`config.mk`:
```
export PLATFORM = sky130hd
export DESIGN_NAME = neuraedge_tile_seq
export DESIGN_NICKNAME = d
export VERILOG_FILES = /design/src/rtl/neuraedge_tile_pkg.sv /design/src/rtl/neuraedge_tile_drain_ctl.sv /design/src/rtl/neuraedge_tile_seq.sv
export SDC_FILE = /design/constraint.sdc
export NUM_CORES = 1
export LEC_CHECK = 0
export ABC_AREA = 1
export CORE_ASPECT_RATIO = 0.7
export CORE_MARGIN = 2
export CORE_UTILIZATION = 55
export CTS_CLUSTER_SIZE = 10
export DETAILED_ROUTE_END_ITERATION = 16
export PLACE_DENSITY = 0.84
export SLEW_MARGIN = 10
export SYNTH_ARGS = -nofsm -noshare
export SYNTH_HDL_FRONTEND = slang
export SYNTH_SLANG_ARGS = --single-unit
```
`constraint.sdc`:
```
create_clock -name clk -period 4.76 [get_ports clk]
set_clock_uncertainty 0.05 [all_clocks]
set_input_delay 0.952 -clock clk [delete_from_list [all_inputs] [get_ports clk]]
set_output_delay 0.952 -clock clk [all_outputs]
set_load 0.05 [all_outputs]
```
`src/rtl/neuraedge_tile_pkg.sv`:
```
// Purpose: shared types and constants for the neuraedge systolic tile (sequencer + PE array).
// Latency: n/a (declarations only).
// Backpressure: n/a.
package neuraedge_tile_pkg;

    localparam int NE_ACC_W  = 32;
    localparam int NE_DATA_W = 8;

    typedef enum logic [2:0] {
        IDLE,
        CLEAR,
        FEED,
        FLUSH,
        DRAIN,
        DONE
    } tile_seq_state_t;

endpackage

```
`src/rtl/neuraedge_tile_drain_ctl.sv`:
```
// Purpose: row counter and readout handshake for the accumulator drain phase.
// Latency: drain_row advances the cycle after each drain_valid&drain_ready handshake.
// Backpressure: drain_ready=0 holds drain_row stable; last_done fires on the final row handshake.
// Ports: active (sequencer is in DRAIN), drain_ready (sink accepts), drain_valid/drain_row to sink,
//        last_done to the sequencer FSM.
module neuraedge_tile_drain_ctl #(
    parameter int ROWS  = 4,
    parameter int ROW_W = 2
) (
    input  logic             clk,
    input  logic             rst,
    input  logic             active,
    input  logic             drain_ready,
    output logic             drain_valid,
    output logic [ROW_W-1:0] drain_row,
    output logic             last_done
);

    localparam logic [ROW_W-1:0] LAST_ROW = ROW_W'(ROWS - 1);

    logic [ROW_W-1:0] rcnt;
    logic             drain_hs;

    assign drain_hs    = active & drain_ready;
    assign drain_valid = active;
    assign drain_row   = rcnt;
    assign last_done   = drain_hs & (rcnt == LAST_ROW);

    // Counter is forced to 0 outside DRAIN so every drain starts at row 0,
    // even if the previous one was cut short by reset.
    always_ff @(posedge clk or posedge rst) begin
        if (rst) begin
            rcnt <= '0;
        end else if (!active) begin
            rcnt <= '0;
        end else if (drain_hs) begin
            rcnt <= (rcnt == LAST_ROW) ? '0 : rcnt + 1'b1;
        end
    end

endmodule

```
`src/rtl/neuraedge_tile_seq.sv`:
```
// Purpose: sequencer for one ROWSxCOLS systolic tile; drives broadcast PE control lines per command.
// Latency: 1 (CLEAR, if cmd_acc=0) + k_len beats + ROWS+COLS-2 flush + ROWS drain beats + 1 done.
// Backpressure: FEED stalls on in_valid=0; DRAIN stalls on drain_ready=0; cmd_ready only when idle.
// Ports: cmd_valid/cmd_ready/cmd_k_len/cmd_acc (command), in_valid/in_ready (operand feeder),
//        pe_enable/mac_clear/accumulate_en/data_valid (PE array), drain_valid/drain_ready/drain_row
//        (readout), busy, done. Build option NE_TILE_SEQ_PERF_EN adds perf_busy_cyc/perf_stall_cyc.
module neuraedge_tile_seq
    import neuraedge_tile_pkg::*;
#(
    parameter int ROWS = 4,
    parameter int COLS = 4,
    parameter int K_W  = 16,
    localparam int ROW_W = (ROWS > 1) ? $clog2(ROWS) : 1
) (
    input  logic             clk,
    input  logic             rst,
    input  logic             cmd_valid,
    output logic             cmd_ready,
    input  logic [K_W-1:0]   cmd_k_len,
    input  logic             cmd_acc,
    input  logic             in_valid,
    output logic             in_ready,
    output logic             pe_enable,
    output logic             mac_clear,
    output logic             accumulate_en,
    output logic             data_valid,
    output logic             drain_valid,
    input  logic             drain_ready,
    output logic [ROW_W-1:0] drain_row,
    output logic             busy,
`ifdef NE_TILE_SEQ_PERF_EN
    output logic [31:0]      perf_busy_cyc,
    output logic [31:0]      perf_stall_cyc,
`endif
    output logic             done
);

    // Cycles for the last operand to skew across to the far-corner PE.
    localparam int              FLUSH_LEN  = ROWS + COLS - 2;
    localparam int              F_W        = $clog2(ROWS + COLS);
    localparam logic [F_W-1:0]  FLUSH_LAST = F_W'(FLUSH_LEN - 1);
    // A 1x1 array has no skew to flush.
    localparam tile_seq_state_t POST_FEED  = (FLUSH_LEN == 0) ? DRAIN : FLUSH;

    tile_seq_state_t state, state_nxt;
    logic [K_W-1:0]  k_len_q;
    logic [K_W-1:0]  kcnt;
    logic [F_W-1:0]  fcnt;
    logic            feed_hs;
    logic            feed_last;
    logic            flush_last;
    logic            drain_last;
    logic            cmd_hs;

    assign cmd_hs     = cmd_valid & cmd_ready;
    assign feed_hs    = (state == FEED) & in_valid;
    assign feed_last  = feed_hs & (kcnt == k_len_q - 1'b1);
    assign flush_last = (state == FLUSH) & (fcnt == FLUSH_LAST);
    assign busy       = (state != IDLE);
    // Reset already forces IDLE; gating keeps cmd_ready low until rst is released.
    assign cmd_ready  = (state == IDLE) & ~rst;

    neuraedge_tile_drain_ctl #(
        .ROWS  (ROWS),
        .ROW_W (ROW_W)
    ) u_drain_ctl (
        .clk         (clk),
        .rst         (rst),
        .active      (state == DRAIN),
        .drain_ready (drain_ready),
        .drain_valid (drain_valid),
        .drain_row   (drain_row),
        .last_done   (drain_last)
    );

    always_ff @(posedge clk or posedge rst) begin
        if (rst) begin
            state   <= IDLE;
            k_len_q <= '0;
            kcnt    <= '0;
            fcnt    <= '0;
        end else begin
            state <= state_nxt;
            if (cmd_hs) begin
                k_len_q <= cmd_k_len;
            end
            if (feed_hs) begin
                kcnt <= feed_last ? '0 : kcnt + 1'b1;
            end
            if (state == FLUSH) begin
                fcnt <= flush_last ? '0 : fcnt + 1'b1;
            end else begin
                fcnt <= '0;
            end
        end
    end

    always_comb begin
        state_nxt     = state;
        in_ready      = 1'b0;
        pe_enable     = 1'b0;
        mac_clear     = 1'b0;
        accumulate_en = 1'b0;
        data_valid    = 1'b0;
        done          = 1'b0;
        case (state)
            IDLE: begin
                if (cmd_hs) begin
                    if (!cmd_acc)             state_nxt = CLEAR;
                    else if (cmd_k_len == '0) state_nxt = DRAIN;
                    else                      state_nxt = FEED;
                end
            end
            CLEAR: begin
                pe_enable = 1'b1;
                mac_clear = 1'b1;
                state_nxt = (k_len_q == '0) ? DRAIN : FEED;
            end
            FEED: begin
                in_ready      = 1'b1;
                pe_enable     = 1'b1;
                // Operand beat and its MAC enable travel together, no register stage.
                accumulate_en = in_valid;
                data_valid    = in_valid;
                if (feed_last) state_nxt = POST_FEED;
            end
            FLUSH: begin
                pe_enable     = 1'b1;
                accumulate_en = 1'b1;
                if (flush_last) state_nxt = DRAIN;
            end
            DRAIN: begin
                if (drain_last) state_nxt = DONE;
            end
            DONE: begin
                done      = 1'b1;
                state_nxt = IDLE;
            end
            default: state_nxt = IDLE;
        endcase
    end

`ifdef NE_TILE_SEQ_PERF_EN
    logic stall_cyc;
    assign stall_cyc = ((state == FEED) & ~in_valid) | ((state == DRAIN) & ~drain_ready);

    always_ff @(posedge clk or posedge rst) begin
        if (rst) begin
            perf_busy_cyc  <= '0;
            perf_stall_cyc <= '0;
        end else begin
            if (busy && (perf_busy_cyc != '1)) begin
                perf_busy_cyc <= perf_busy_cyc + 1'b1;
            end
            if (stall_cyc && (perf_stall_cyc != '1)) begin
                perf_stall_cyc <= perf_stall_cyc + 1'b1;
            end
        end
    end
`endif

endmodule

```
==> run metrics <==
EDFF count, synth 0; CP Max Fanout 8; DPL Wire Length 4680 µm; Global Route met1 Usage 36.1%; syn avg cell area 7.02 µm²; DR vias 2426; clock-pin slew of the registers on the worst-case setup and hold paths 0.08 ns; PD cells 555 mW/mm²; Vias/cell 5.12; post-synthesis instance area 0.00268 mm²; Crit. End Element output pin; global route total overflow 0; max_cap viols 0; Tcrit/Tclk final 73.9%; PostCTS Resize Cnt 0; Distinct cells, synth 33; Min-Delay Path Class flop to flop; final net count 444; largest net degree at the start of global routing 41; met2 usage 34.4%; RePlAce Congestion 0.887; CTS root buf clkbuf_8; Layout Area Growth over Synthesis 17.3%; initial core utilization 56.6%; Port Buf Inserts 32; Setup TNS Final 0 ns; final hold vios 0; Placement Rows 21; H-tree depth 2; placed cell area 0.00305 mm²; asr flop ratio synth 100%; Routed Antenna Nets 0; most used cell, CP clkdlybuf4s50_1; die width 87.4 µm; Die H 62.4 µm; Clock Path Buffers 2; largest area contributor in the netlist dfrtp_1; element type at the critical path start primary input; crit path cell chain clkdlybuf4s50_1, nand2_2, clkinv_1, clkdlybuf4s50_1; initial antenna violation count 0; Synth warnings 0; Num CTS Buffers 5; Core Region 0.00473 mm²; Final Cell Area 0.00314 mm²; Fillers 415; slew margin rel. 39.2%; Least-Margin Pin Slew 0.910 ns; crit path launch in_valid; Peak Freq 0.284 GHz; GR peak layer met1; sequential share of the synthesized area 37.4%; CTS sink count 40; fraction of layout cells with a size suffix above 1 6.47%; status complete, no violations; critical path's slowest cell clkdlybuf4s50_1; number of synthesized register bits 40; Synth top cells by count nand2_1 (97), inv_1 (68), nor2_1 (41); Post-Syn Nets 409; TritonCTS clock tree yes; first-pass GRT wire length 10400 µm; I/O pin cnt 33; crit path time final 3.52 ns; Synth area leaders dfrtp_1 (37%), nand2_1 (14%), inv_1 (9.5%), nand3_1 (6.5%), nor2_1 (5.8%); Total Wirelength 5960 µm; met3 GRT Util 5.85%; Register Area 0.00100 mm²; Hold Path Origin fcnt[0]; diode count 0; leakage power 1.69 nW; share of Yosys cell area claimed by the top area cell type 37.4%; DRC 0; maximum VDD drop 0.000353 V; area of the multi-input gates 0.00138 mm²; fin. max-slew vios 0; Reg2Reg Launch Point k_len_q[0]; cts hold-fix bufs 0; wire per inst 12.6 µm; most used standard cell by instance count after synthesis nand2_1; Iteration-0 DRC Markers 110; kind of critical path primary input to output pin; total chip power 1.74 mW; Worst EP required 3.76 ns; CP max stage delay 0.82 ns; Die ar. 0.00545 mm²; Mapped Cells 381; vias in the first global route 2321; Arr. time, crit path 2.52 ns; ys flop type dfrtp_1; RSZ-0062 raised after global routing false; Final setup viols 0; first drt pass iteration count 4; GRT Total Usage 23.8%; Clock Latency Late Sink 0.29 ns; post-CTS setup buffer count 0
## layer usage
metal	wire length (µm)	part of all wire, %
met1	3020	51
met2	2560	43
met3	329	5.5
met4	54	0.91
met5	0	0
## layout by cell type (no fill, tap or decap), types with 4 or more instances in the layout
master	instances
ha_1	6
nand2_1	97
clkbuf_8	6
a21oi_1	6
clkdlybuf4s50_1	32
inv_1	68
o21ai_0	21
nand3_1	35
xnor2_1	5
xor2_1	11
nand4_1	8
nor3_1	4
dfrtp_1	40
or2_2	4
nor2_1	41
nand3b_1	5
## area by class of cell
| type | count | share of cell area (%) |
|---|---|---|
| Inverter | 71 | 8.49 |
| Tap cell | 57 | 2.27 |
| Clock inverter | 2 | 0.319 |
| Sequential cell | 40 | 31.9 |
| Multi-Input combinational cell | 265 | 43.9 |
| Timing Repair Buffer | 33 | 10.4 |
| Clock buffer | 6 | 2.63 |
## report_power, final
group | internal, mW | leakage [nW] | switching, mW | total (mW)
combinational | 0.338 | 1.13 | 0.575 | 0.913
clock | 0.116 | 0.0510 | 0.117 | 0.233
sequential | 0.449 | 0.512 | 0.146 | 0.595
total | 0.903 | 1.69 | 0.838 | 1.74
## critical path: cells and delay by family
kind                   cells  cell delay (ns)
and+or+nand+nor            1             0.11
buffers and inverters      3             1.45
## sequential cells by signal, summed over array words and instances, names as in the netlist
name	cells
k_len_q	16
kcnt	16
fcnt	3
state	3
u_drain_ctl.drain_row	2
## final timing paths
kind,end,slack [ns],cells after the start
worst min-delay path,fcnt[0],0.44,1
min in group asynchronous,state[0],1.07,3
worst max-delay path,data_valid,1.24,4
worst max register to register,state[1],2.31,13
max in group asynchronous,kcnt[15],3.25,3
worst min register to register,fcnt[0],0.44,1
## cell families after synthesis
logic type	after synthesis	synth area share, %
DFF	40	37.4
xor gates and xnor gates	17	6.08
adders and majority gates	6	2.81
muxes	1	0.374
buffers and inverters	76	11.0
AOI/OAI and AO/OA	36	7.72
and+or+nand+nor	205	34.6
## per-stage QoR
step	utilization (%)	instances	hold slack (ns)	worst slack (ns)
2_1_floorplan	-	381	0.389	1.94
3_3_place_gp	64.4	466	0.404	1.26
3_5_place_dp	64.4	466	0.428	1.25
4_1_cts	66.3	474	0.438	1.25
5_1_grt	66.3	474	0.483	1.14
6_report	66.3	474	0.439	1.24
(Power assumes the default switching activity.)
